==> config.mk <==
export PLATFORM = sky130hd
export DESIGN_NAME = perceptron_trainer_flat
export DESIGN_NICKNAME = d
export VERILOG_FILES = /design/src/rtl/perceptron_trainer_if.sv /design/src/rtl/perceptron_trainer.sv /design/src/flat_wrapper.sv
export SDC_FILE = /design/constraint.sdc
export NUM_CORES = 2
export LEC_CHECK = 0
export ABC_AREA = 1
export BUFFER_PORTS_ARGS = -buffer_cell sky130_fd_sc_hd__buf_2
export CAP_MARGIN = 20
export CORE_ASPECT_RATIO = 1.5
export CORE_MARGIN = 1.5
export CORE_UTILIZATION = 45
export DETAILED_ROUTE_END_ITERATION = 6
export GPL_TIMING_DRIVEN = 0
export HOLD_SLACK_MARGIN = 0.08
export SLEW_MARGIN = 15
export SYNTH_ARGS = -nofsm -noshare
export SYNTH_HDL_FRONTEND = slang
export SYNTH_SLANG_ARGS = --single-unit
==> constraint.sdc <==
create_clock -name clk -period 9.39 [get_ports clk]
set_input_delay 1.4085 -clock clk [delete_from_list [all_inputs] [get_ports clk]]
set_output_delay 1.4085 -clock clk [all_outputs]
set_load 0.01 [all_outputs]
==> src/rtl/perceptron_trainer_if.sv <==
// Load/start/result bus of the perceptron trainer.
// The master side loads samples and starts a run; the slave side (the trainer) reports status and weights.
interface perceptron_trainer_if #(
  parameter int unsigned W          = 16,
  parameter int unsigned N_IN       = 2,
  parameter int unsigned N_SAMP     = 4,
  parameter int unsigned MAX_EPOCHS = 16
);
  localparam int unsigned IDX_W = (N_SAMP > 1) ? $clog2(N_SAMP) : 1;
  localparam int unsigned EP_W  = $clog2(MAX_EPOCHS + 1);
  localparam int unsigned ERR_W = $clog2(N_SAMP + 1);

  logic                    start;
  logic                    load_en;
  logic [IDX_W-1:0]        load_idx;
  logic [N_IN*W-1:0]       load_x;
  logic                    load_d;
  logic [W-1:0]            u;
  logic [(N_IN+1)*W-1:0]   w_init;
  logic                    busy;
  logic                    done;
  logic                    converged;
  logic [EP_W-1:0]         epoch_count;
  logic [ERR_W-1:0]        err_count;
  logic [(N_IN+1)*W-1:0]   w_out;

  modport master (
    output start, load_en, load_idx, load_x, load_d, u, w_init,
    input  busy, done, converged, epoch_count, err_count, w_out
  );

  modport slave (
    input  start, load_en, load_idx, load_x, load_d, u, w_init,
    output busy, done, converged, epoch_count, err_count, w_out
  );
endinterface

==> src/rtl/perceptron_trainer.sv <==
// Serial fixed-point perceptron trainer: epochs over an internal sample memory until
// an error-free epoch or the epoch limit, one input (or one weight update) per cycle.
module perceptron_trainer #(
  parameter int unsigned W          = 16,
  parameter int unsigned FRAC       = 10,
  parameter int unsigned N_IN       = 2,
  parameter int unsigned N_SAMP     = 4,
  parameter int unsigned MAX_EPOCHS = 16
) (
  input logic                clk,
  input logic                reset,
  perceptron_trainer_if.slave bus
);
  localparam int unsigned ACC_W = W + 8;
  localparam int unsigned IDX_W = (N_SAMP > 1) ? $clog2(N_SAMP) : 1;
  localparam int unsigned K_W   = $clog2(N_IN + 1);
  localparam int unsigned EP_W  = $clog2(MAX_EPOCHS + 1);
  localparam int unsigned ERR_W = $clog2(N_SAMP + 1);
  localparam logic signed [W-1:0] ONE     = W'(1 << FRAC);
  localparam logic signed [2*W:0] SAT_MAX = {{(W+2){1'b0}}, {(W-1){1'b1}}};
  localparam logic signed [2*W:0] SAT_MIN = {{(W+2){1'b1}}, {(W-1){1'b0}}};

  typedef enum logic [2:0] {S_IDLE, S_SUM, S_EVAL, S_UPDATE, S_NEXT} state_e;

  state_e                  state_q, state_d;
  logic signed [W-1:0]     w_q [N_IN+1];
  logic signed [W-1:0]     w_d [N_IN+1];
  logic [N_IN*W-1:0]       x_mem_q [N_SAMP];
  logic [N_IN*W-1:0]       x_mem_d [N_SAMP];
  logic [N_SAMP-1:0]       d_mem_q, d_mem_d;
  logic signed [W-1:0]     u_q, u_d;
  logic signed [ACC_W-1:0] acc_q, acc_d;
  logic [IDX_W-1:0]        idx_q, idx_d;
  logic [K_W-1:0]          k_q, k_d;
  logic                    e_pos_q, e_pos_d;
  logic [ERR_W-1:0]        ep_err_q, ep_err_d, err_cnt_q, err_cnt_d;
  logic [EP_W-1:0]         epoch_q, epoch_d, epoch_inc;
  logic                    conv_q, conv_d, done_q, done_d, busy_q, busy_d;

  logic [N_IN*W-1:0]       x_row;
  logic                    d_cur;
  logic signed [W-1:0]     x_k, x_up, w_k, w_k1, w_new;
  logic signed [2*W-1:0]   prod_sum, prod_upd, delta;
  logic signed [ACC_W-1:0] sum_term;
  logic signed [2*W:0]     w_ext, d_ext, upd_sum;

  // Operand selection, MAC term and saturating weight update for the current k
  always_comb begin
    x_row = '0;
    d_cur = 1'b0;
    for (int s = 0; s < int'(N_SAMP); s++) begin
      if (idx_q == IDX_W'(s)) begin
        x_row = x_mem_q[s];
        d_cur = d_mem_q[s];
      end
    end
    x_k  = '0;
    x_up = ONE;
    w_k  = '0;
    w_k1 = '0;
    for (int i = 0; i < int'(N_IN); i++) begin
      if (k_q == K_W'(i)) begin
        x_k  = x_row[i*W +: W];
        w_k1 = w_q[i+1];
      end
      if (k_q == K_W'(i + 1)) x_up = x_row[i*W +: W];
    end
    for (int j = 0; j <= int'(N_IN); j++) begin
      if (k_q == K_W'(j)) w_k = w_q[j];
    end
    prod_sum = (2*W)'(w_k1) * (2*W)'(x_k);
    sum_term = ACC_W'(prod_sum >>> FRAC);
    prod_upd = (2*W)'(u_q) * (2*W)'(x_up);
    delta    = prod_upd >>> FRAC;
    w_ext    = {{(W+1){w_k[W-1]}}, w_k};
    d_ext    = {delta[2*W-1], delta};
    upd_sum  = e_pos_q ? (w_ext + d_ext) : (w_ext - d_ext);
    if (upd_sum > SAT_MAX)      w_new = SAT_MAX[W-1:0];
    else if (upd_sum < SAT_MIN) w_new = SAT_MIN[W-1:0];
    else                        w_new = upd_sum[W-1:0];
  end

  assign epoch_inc = epoch_q + EP_W'(1);

  // Next-state logic
  always_comb begin
    state_d   = state_q;
    w_d       = w_q;
    x_mem_d   = x_mem_q;
    d_mem_d   = d_mem_q;
    u_d       = u_q;
    acc_d     = acc_q;
    idx_d     = idx_q;
    k_d       = k_q;
    e_pos_d   = e_pos_q;
    ep_err_d  = ep_err_q;
    err_cnt_d = err_cnt_q;
    epoch_d   = epoch_q;
    conv_d    = conv_q;
    done_d    = 1'b0;
    case (state_q)
      S_IDLE: begin
        for (int s = 0; s < int'(N_SAMP); s++) begin
          if (bus.load_en && bus.load_idx == IDX_W'(s)) begin
            x_mem_d[s] = bus.load_x;
            d_mem_d[s] = bus.load_d;
          end
        end
        if (bus.start) begin
          u_d = bus.u;
          for (int j = 0; j <= int'(N_IN); j++) w_d[j] = bus.w_init[j*W +: W];
          acc_d    = ACC_W'($signed(bus.w_init[W-1:0]));
          epoch_d  = '0;
          conv_d   = 1'b0;
          ep_err_d = '0;
          idx_d    = '0;
          k_d      = '0;
          state_d  = S_SUM;
        end
      end
      S_SUM: begin
        acc_d = acc_q + sum_term;
        if (k_q == K_W'(N_IN - 1)) begin
          k_d     = '0;
          state_d = S_EVAL;
        end else begin
          k_d = k_q + K_W'(1);
        end
      end
      S_EVAL: begin
        // y = ~acc sign, so an error is d equal to the sign bit; e > 0 exactly when d = 1
        if (d_cur == acc_q[ACC_W-1]) begin
          e_pos_d  = d_cur;
          ep_err_d = ep_err_q + ERR_W'(1);
          k_d      = '0;
          state_d  = S_UPDATE;
        end else begin
          state_d = S_NEXT;
        end
      end
      S_UPDATE: begin
        for (int j = 0; j <= int'(N_IN); j++) begin
          if (k_q == K_W'(j)) w_d[j] = w_new;
        end
        if (k_q == K_W'(N_IN)) begin
          k_d     = '0;
          state_d = S_NEXT;
        end else begin
          k_d = k_q + K_W'(1);
        end
      end
      S_NEXT: begin
        k_d   = '0;
        acc_d = ACC_W'(w_q[0]);
        if (idx_q != IDX_W'(N_SAMP - 1)) begin
          idx_d   = idx_q + IDX_W'(1);
          state_d = S_SUM;
        end else begin
          epoch_d   = epoch_inc;
          err_cnt_d = ep_err_q;
          if (ep_err_q == '0) begin
            conv_d  = 1'b1;
            done_d  = 1'b1;
            state_d = S_IDLE;
          end else if (epoch_inc == EP_W'(MAX_EPOCHS)) begin
            done_d  = 1'b1;
            state_d = S_IDLE;
          end else begin
            ep_err_d = '0;
            idx_d    = '0;
            state_d  = S_SUM;
          end
        end
      end
      default: state_d = S_IDLE;
    endcase
    busy_d = (state_d != S_IDLE);
  end

  always_ff @(posedge clk or posedge reset) begin
    if (reset) begin
      state_q <= S_IDLE;
      for (int j = 0; j <= int'(N_IN); j++) w_q[j] <= '0;
      for (int s = 0; s < int'(N_SAMP); s++) x_mem_q[s] <= '0;
      d_mem_q   <= '0;
      u_q       <= '0;
      acc_q     <= '0;
      idx_q     <= '0;
      k_q       <= '0;
      e_pos_q   <= 1'b0;
      ep_err_q  <= '0;
      err_cnt_q <= '0;
      epoch_q   <= '0;
      conv_q    <= 1'b0;
      done_q    <= 1'b0;
      busy_q    <= 1'b0;
    end else begin
      state_q   <= state_d;
      w_q       <= w_d;
      x_mem_q   <= x_mem_d;
      d_mem_q   <= d_mem_d;
      u_q       <= u_d;
      acc_q     <= acc_d;
      idx_q     <= idx_d;
      k_q       <= k_d;
      e_pos_q   <= e_pos_d;
      ep_err_q  <= ep_err_d;
      err_cnt_q <= err_cnt_d;
      epoch_q   <= epoch_d;
      conv_q    <= conv_d;
      done_q    <= done_d;
      busy_q    <= busy_d;
    end
  end

  assign bus.busy        = busy_q;
  assign bus.done        = done_q;
  assign bus.converged   = conv_q;
  assign bus.epoch_count = epoch_q;
  assign bus.err_count   = err_cnt_q;

  for (genvar j = 0; j <= N_IN; j++) begin : g_wout
    assign bus.w_out[j*W +: W] = w_q[j];
  end
endmodule

==> src/flat_wrapper.sv <==
// flat-port wrapper written by rule: the top's interface ports become plain ports
module perceptron_trainer_flat 
#(
  parameter int unsigned W          = 16,
  parameter int unsigned FRAC       = 10,
  parameter int unsigned N_IN       = 2,
  parameter int unsigned N_SAMP     = 4,
  parameter int unsigned MAX_EPOCHS = 16
)
  (clk, reset, bus_start, bus_load_en, bus_load_idx, bus_load_x, bus_load_d, bus_u, bus_w_init, bus_busy, bus_done, bus_converged, bus_epoch_count, bus_err_count, bus_w_out);
  perceptron_trainer_if #(.W(W), .N_IN(N_IN), .N_SAMP(N_SAMP), .MAX_EPOCHS(MAX_EPOCHS)) bus_i ();
  input logic clk;
  input logic reset;
  input wire logic [$bits(bus_i.start)-1:0] bus_start;
  input wire logic [$bits(bus_i.load_en)-1:0] bus_load_en;
  input wire logic [$bits(bus_i.load_idx)-1:0] bus_load_idx;
  input wire logic [$bits(bus_i.load_x)-1:0] bus_load_x;
  input wire logic [$bits(bus_i.load_d)-1:0] bus_load_d;
  input wire logic [$bits(bus_i.u)-1:0] bus_u;
  input wire logic [$bits(bus_i.w_init)-1:0] bus_w_init;
  output wire logic [$bits(bus_i.busy)-1:0] bus_busy;
  output wire logic [$bits(bus_i.done)-1:0] bus_done;
  output wire logic [$bits(bus_i.converged)-1:0] bus_converged;
  output wire logic [$bits(bus_i.epoch_count)-1:0] bus_epoch_count;
  output wire logic [$bits(bus_i.err_count)-1:0] bus_err_count;
  output wire logic [$bits(bus_i.w_out)-1:0] bus_w_out;
  assign bus_i.start = bus_start;
  assign bus_i.load_en = bus_load_en;
  assign bus_i.load_idx = bus_load_idx;
  assign bus_i.load_x = bus_load_x;
  assign bus_i.load_d = bus_load_d;
  assign bus_i.u = bus_u;
  assign bus_i.w_init = bus_w_init;
  assign bus_busy = bus_i.busy;
  assign bus_done = bus_i.done;
  assign bus_converged = bus_i.converged;
  assign bus_epoch_count = bus_i.epoch_count;
  assign bus_err_count = bus_i.err_count;
  assign bus_w_out = bus_i.w_out;
  perceptron_trainer #(.W(W), .FRAC(FRAC), .N_IN(N_IN), .N_SAMP(N_SAMP), .MAX_EPOCHS(MAX_EPOCHS)) u_core (.clk(clk), .reset(reset), .bus(bus_i));
endmodule
* After elaboration in Yosys (flattened, before gate mapping)
Index checks and enable logic that the tools add are counted.
** Operators by class
- Add/subtract/negate cells :: 7
- Multiply operators :: 2
- Divide/modulo/power cells :: 0
- Order comparisons :: 2
- Equal/unequal tests :: 26
- Shifts and indexed selects :: 0
- Muxes and demuxes :: 61
- Bitwise logic cells :: 1
- Reduce and logical (&&, ||, !) cells :: 31
** Operator list (count)
- 2-to-1 mux 16 bit :: 14
- 2-to-1 mux 32 bit :: 4
- one-hot mux 48 bit (2 select lines) :: 1
- one-hot mux 24 bit (3 select lines) :: 1
- multiplier 16 x 16 -> 32 bit :: 2
- 2-to-1 mux 48 bit :: 1
- greater-than comparator 33 x 16 -> 1 bit, second input constant :: 1
- less-than comparator 33 x 16 -> 1 bit, second input constant :: 1
- 2-to-1 mux 3 bit :: 11
- 2-to-1 mux 33 bit :: 1
- adder 24 x 22 -> 24 bit :: 1
- 2-to-1 mux 24 bit :: 1
- adder 16 x 22 -> 23 bit :: 1
- subtractor 16 x 22 -> 23 bit :: 1
- AND reduction 2 bit :: 8
- one-hot mux 3 bit (5 select lines) :: 1
- AND reduction 3 bit :: 5
- 2-to-1 mux 2 bit :: 7
- 2-to-1 mux 1 bit :: 12
- equality test 2 bit, second input constant :: 5
- 2-to-1 mux 5 bit :: 2
- inequality test 2 x 1 -> 1 bit, second input constant :: 5
- inequality test 2 bit, second input constant :: 5
- one-hot mux 2 bit (5 select lines) :: 1
- other kinds (23) :: 38
** Word-level totals
- Register bits after elaboration :: 242
- Bits in latches :: 0
- Bits in writable memories :: 0
- ROM bits :: 0
- Output and inout port bits :: 59
- Memories :: 0

* Depth between registers and ports, before layout
- Depth in word-level cells :: 15
- Depth in mapped cells :: 68

* Worst setup path after synthesis
OpenSTA, ideal clock, no wires.
- Path kind :: register -> register
- Start :: register u_core.idx_q[1]
- End :: register u_core.w_q, in the netlist u_core.bus.w_out[11]
- Library setup time :: 0.113 ns
- Arrival time :: 9.432 ns
- Path slack :: -0.155 ns
- Stages on the path, launching flop included :: 62
- Buffers on the path :: 6
- Clock period less this slack :: 9.545 ns
- Path through :: dfrtp_1 -> inv_1 -> ha_1 -> buf_2 -> inv_2 -> clkbuf_1 -> clkbuf_1 -> nand3_1 -> nand2_1 -> o21ai_0 -> a21oi_1 -> nand2_1 -> nand2_1 -> clkbuf_1 -> nand2_1 -> fa_1 -> inv_1 -> fa_1 -> [... 26 more ...] -> a21oi_1 -> o21ai_1 -> a21oi_1 -> o21bai_1 -> nand2_1 -> nand2_1 -> nand2_1 -> nand2_1 -> xor2_1 -> nand2_1 -> nor2_1 -> nand3_1 -> nand4_2 -> buf_6 -> buf_8 -> nand3_1 -> nand2_1 -> inv_1
** Between the ends
- Cells in the longest elaborated chain, start to end :: 15
- Elaborated cells between the ends (all ways) :: 20
- Classes of those cells :: 2 x add/sub; 1 x mul; 2 x order compare; 3 x eq/ne; 11 x mux; 1 x reduce/logical
** RTL lines
- start: declaration :: RTL line perceptron_trainer.sv:33 : logic [IDX_W-1:0] idx_q, idx_d;
- start signal: assignment :: RTL line perceptron_trainer.sv:204 : idx_q <= idx_d;
- zero test 2 bit :: RTL line perceptron_trainer.sv:52 : if (idx_q == IDX_W'(s)) begin
- 2-to-1 mux 32 bit (3 in a row) :: RTL line perceptron_trainer.sv:52
- 2-to-1 mux 32 bit (*) :: RTL line perceptron_trainer.sv:52
- 2-to-1 mux 16 bit :: RTL line perceptron_trainer.sv:66 : if (k_q == K_W'(i + 1)) x_up = x_row[i*W +: W];
- 2-to-1 mux 16 bit (*) :: RTL line perceptron_trainer.sv:66
- multiplier 16 x 16 -> 32 bit (*) :: RTL line perceptron_trainer.sv:73 : prod_upd = (2*W)'(u_q) * (2*W)'(x_up);
- subtractor 16 x 22 -> 23 bit / adder 16 x 22 -> 23 bit (equally long branches) :: RTL line perceptron_trainer.sv:77 : upd_sum = e_pos_q ? (w_ext + d_ext) : (w_ext - d_ext);
- 2-to-1 mux 33 bit (*) :: RTL line perceptron_trainer.sv:77
- less-than comparator 33 x 16 -> 1 bit :: RTL line perceptron_trainer.sv:79 : else if (upd_sum < SAT_MIN) w_new = SAT_MIN[W-1:0];
- 2-to-1 mux 16 bit :: RTL line perceptron_trainer.sv:79
- 2-to-1 mux 16 bit (*) :: RTL line perceptron_trainer.sv:78 : if (upd_sum > SAT_MAX) w_new = SAT_MAX[W-1:0];
- 2-to-1 mux 16 bit (*) :: RTL line perceptron_trainer.sv:143 : if (k_q == K_W'(j)) w_d[j] = w_new;
- one-hot mux 48 bit (2 select lines) (*) :: RTL line perceptron_trainer.sv:101 : case (state_q)
- end signal: assignment :: RTL line perceptron_trainer.sv:199 : w_q <= w_d;
- end: declaration :: RTL line perceptron_trainer.sv:26 : logic signed [W-1:0] w_q [N_IN+1];
Mark *: on every way between the ends. The rest lies on a longest branch, timed or not. The select of a mux whose other input is x is not followed.
A chain may end at the register's enable or synchronous reset.

* Final worst setup path
- Start :: register u_core.idx_q[1]
- End :: register u_core.w_q, in the netlist u_core.bus.w_out[6]
Same word-level chain as after synthesis.

==> out/metrics.yaml <==
synth:
  ys_types: 65
  synth_seq_cells: 242
  synth_seq_area_share_pct: 17.95
  avgSynthCellArea_um2: 7.946
  syn_area_um2: 33740
  synth_edf_count: 0
  synthArstFlopShare_pct: 100.0
  synth.most_common_cell: "nand2_1"
  synth_warnings: 0
  synthTopCellsByCount: "nand2_1, inv_1, fa_1, nor2_1, o21ai_0"
  yosys_most_used_dff: "dfrtp_1"
  synthCells: 4247
  synth_top_area_share_pct: 31.15
  ys_top_cells_by_area: "fa_1, dfrtp_1, nand2_1"
  syn_nets: 5088
  synth.largest_area_cell: "fa_1"
placement:
  dp.cells: 5404
  port_buffers: 161
  dpl_cell_area_um2: 35910
  dp_hpwl_mm: 93.65
  gp_congestion: 1.010
critical_path:
  r2r_setup_slack_ns: -0.46
  startpoint_type: "register"
  reg2reg_depth: 55
  crit_type: "register to register"
  cpMaxStageDelayCell: "fa_2"
  arrival_ns: 10.35
  crit_fanout: 7
  r2r-end: "u_core.bus.w_out[6]$_DFFE_PP0P_"
  reg2reg_from: "u_core.idx_q[1]$_DFFE_PP0P_"
  cpMostUsedCell: "inv_1"
  cpPeakStageDelay_ns: 0.58
  worstPathRequired_ns: 9.90
  crit_path_end_kind: "register"
min_path:
  hold_end: "u_core.x_mem_q[47]$_DFFE_PP0P_"
  hold_path_depth: 2
  min-delay-start: "u_core.x_mem_q[47]$_DFFE_PP0P_"
  hold_class: "register to register"
grt:
  grtUsageMet2_pct: 55.30
  globalRoute.totalOverflow: 0
  top_usage_layer: "met2"
  grt_util_met3_pct: 3.732
  grt_pass1_vias: 32240
  antenna_found_initial: 2
  grt_start_max_net_pins: 94
  grt_pass1_wl_mm: 181.5
  grtUsageTotal_pct: 31.38
  use_met1_pct: 34.28
clock_network:
  ctsHoldBuffers: 0
  clock_latency_ns: 0.62
  cts_htree_levels: 1
  ctsRootBufferMaster: "clkbuf_16"
  clock_path_buffers: 3
  cts_sinks: 242
  cts_tree: "done"
  cts_inserted_buffers: 29
  clkTransAtPathRegs_ns: 0.07
sta:
  worstMarginPinSlew_ns: 0.8927
  hold_viol: 0
  tns_ns: -17.11
  fin_ws_ns: -0.4553
  rsz0062_at_grt: "yes"
  fin_skew_ns: 0.02537
  min_period_ns: 9.845
  max_freq_mhz: 101.6
  slew_viol_final: 0
  timing.final.crit_share_pct: 104.8
  relSlewSlack_pct: 40.27
  setup_viol: 49
detailed_routing:
  drtIter0Drc: 1968
  routedWlPerCell_um: 20.94
  viasPerCell: 5.415
  vias: 30884
  drc_errors: 0
  first_pass_iters: 6
  wl_mm: 119.4
  ant_nets: 0
die:
  die_width_um: 226.6
  coreArea_um2: 74030
  fp.dieArea_um2: 76670
  fp.dieH_um: 338.4
  rows: 122
  ios: 162
  initial_core_util_pct: 45.58
power:
  powerDensity_nw_per_um2: 55.06
  peakVddDrop_uv: 176.0
  power_mw: 2.343
  p_leak_nw: 21.14
outcome:
  run_status: "finished, violations left"
  violations: "negative setup slack"
job:
  cap_violations: 0
cells_and_area:
  drive_above_1_share_pct: 23.48
  area_growth_pct: 26.12
  nFillCells: 6767
  finalNetCount: 5531
  fin_cells: 5703
  fin_util_pct: 57.49
  design_area_um2: 42560
==> per-stage QoR <==
step	hold slack [ns]	setup WS [ns]
floorplan	0.4455	0.01199
global placement	0.4598	-2.289
detailed placement	0.4676	-2.251
CTS	0.4829	-0.2593
global route	0.5032	-0.8684
finish	0.4827	-0.4553
==> logic make-up after synthesis <==
family | synth area share (%)
simple gates | 18.39
buf+inv | 11.72
fa+ha+maj | 39.04
compound gates | 10.29
flops | 17.95
xor+xnor | 2.536
mux | 0.06674
==> placed cells by master, fill, tap and decap left out, types with 48 or more instances in the layout <==
master / netlist / routed
xor2_1: 61 / 48
o21ai_0: 263 / 215
fa_1: 525 / 497
nand3_2: 5 / 60
buf_2: 10 / 167
nor2_1: 377 / 322
buf_4: 3 / 212
dfrtp_1: 242 / 241
a21oi_1: 238 / 172
inv_1: 864 / 818
a21oi_2: 7 / 50
nand3_1: 125 / 61
nand2_2: 15 / 85
nand2_1: 905 / 802
clkbuf_1: 112 / 64
ha_1: 213 / 177
==> how the worst max path moves through the flow <==
stage	start	endpoint	slack, ns	depth (start not counted)
after floorplan	u_core.idx_q[1]$_DFFE_PP0P_	u_core.bus.w_out[11]$_DFFE_PP0P_	0.01	57
after global placement	reset	u_core.acc_q[9]$_DFFE_PP0P_	-2.29	2
after detailed placement	u_core.idx_q[1]$_DFFE_PP0P_	u_core.bus.w_out[34]$_DFFE_PP0P_	-2.25	57
after CTS	u_core.idx_q[1]$_DFFE_PP0P_	u_core.bus.w_out[11]$_DFFE_PP0P_	-0.26	64
after global routing	u_core.idx_q[1]$_DFFE_PP0P_	u_core.bus.w_out[9]$_DFFE_PP0P_	-0.87	63
final	u_core.idx_q[1]$_DFFE_PP0P_	u_core.bus.w_out[6]$_DFFE_PP0P_	-0.46	55
==> timing repair <==
item / 4_1_cts / 5_1_grt
setup buffers: 149 / 94
pin swaps: 167 / 219
endpoints found under the setup margin: 66 / 59
endpoints found under the hold margin: 0 / 0
gates cloned: 8 / 5
gates resized for setup: 569 / 346
==> flip-flops by register name, indices dropped and copies added, names as in the netlist <==
name	flops
u_core.e_pos_q	1
u_core.bus.busy	1
u_core.ep_err_q	3
u_core.bus.converged	1
u_core.bus.done	1
u_core.state_q	3
u_core.u_q	16
u_core.acc_q	24
u_core.bus.err_count	3
u_core.idx_q	2
u_core.bus.epoch_count	5
u_core.k_q	2
u_core.d_mem_q	4
u_core.x_mem_q	128
u_core.bus.w_out	48
==> per-layer routing <==
metal  up-vias  part of all wire (%)
li1      13890                     -
met1     15402                    35
met2      1162                    51
met3       430                   5.4
met4         0                   9.1
met5         -                     0
==> worst max-delay path: cells and delay by family, from the launching register on <==
family | cells | cell delay (ns)
simple gates | 20 | 2.20
fa+ha+maj | 10 | 3.79
xor+xnor | 3 | 0.56
flops | 1 | 0.41
buf+inv | 16 | 1.64
compound gates | 6 | 1.11
==> report_power, final <==
part           switching (mW)  internal [mW]  total (mW)
combinational          0.0497         0.0191      0.0688
clock                   0.522          0.710        1.23
sequential                  0           1.04        1.04
==> final cells by class <==
class	count	area [µm²]	area share, %
plain buffers	148	1194	2.805
clock inverters	13	183.9	0.4322
diodes	1	2.502	0.005880
inverters	882	3392	7.970
clock buffers	38	829.5	1.949
well taps	992	1241	2.916
multi-input cells	2971	26490	62.24
repair buffers	416	3171	7.450
flip-flops and latches	242	6057	14.23
(Power assumes the default switching activity.)
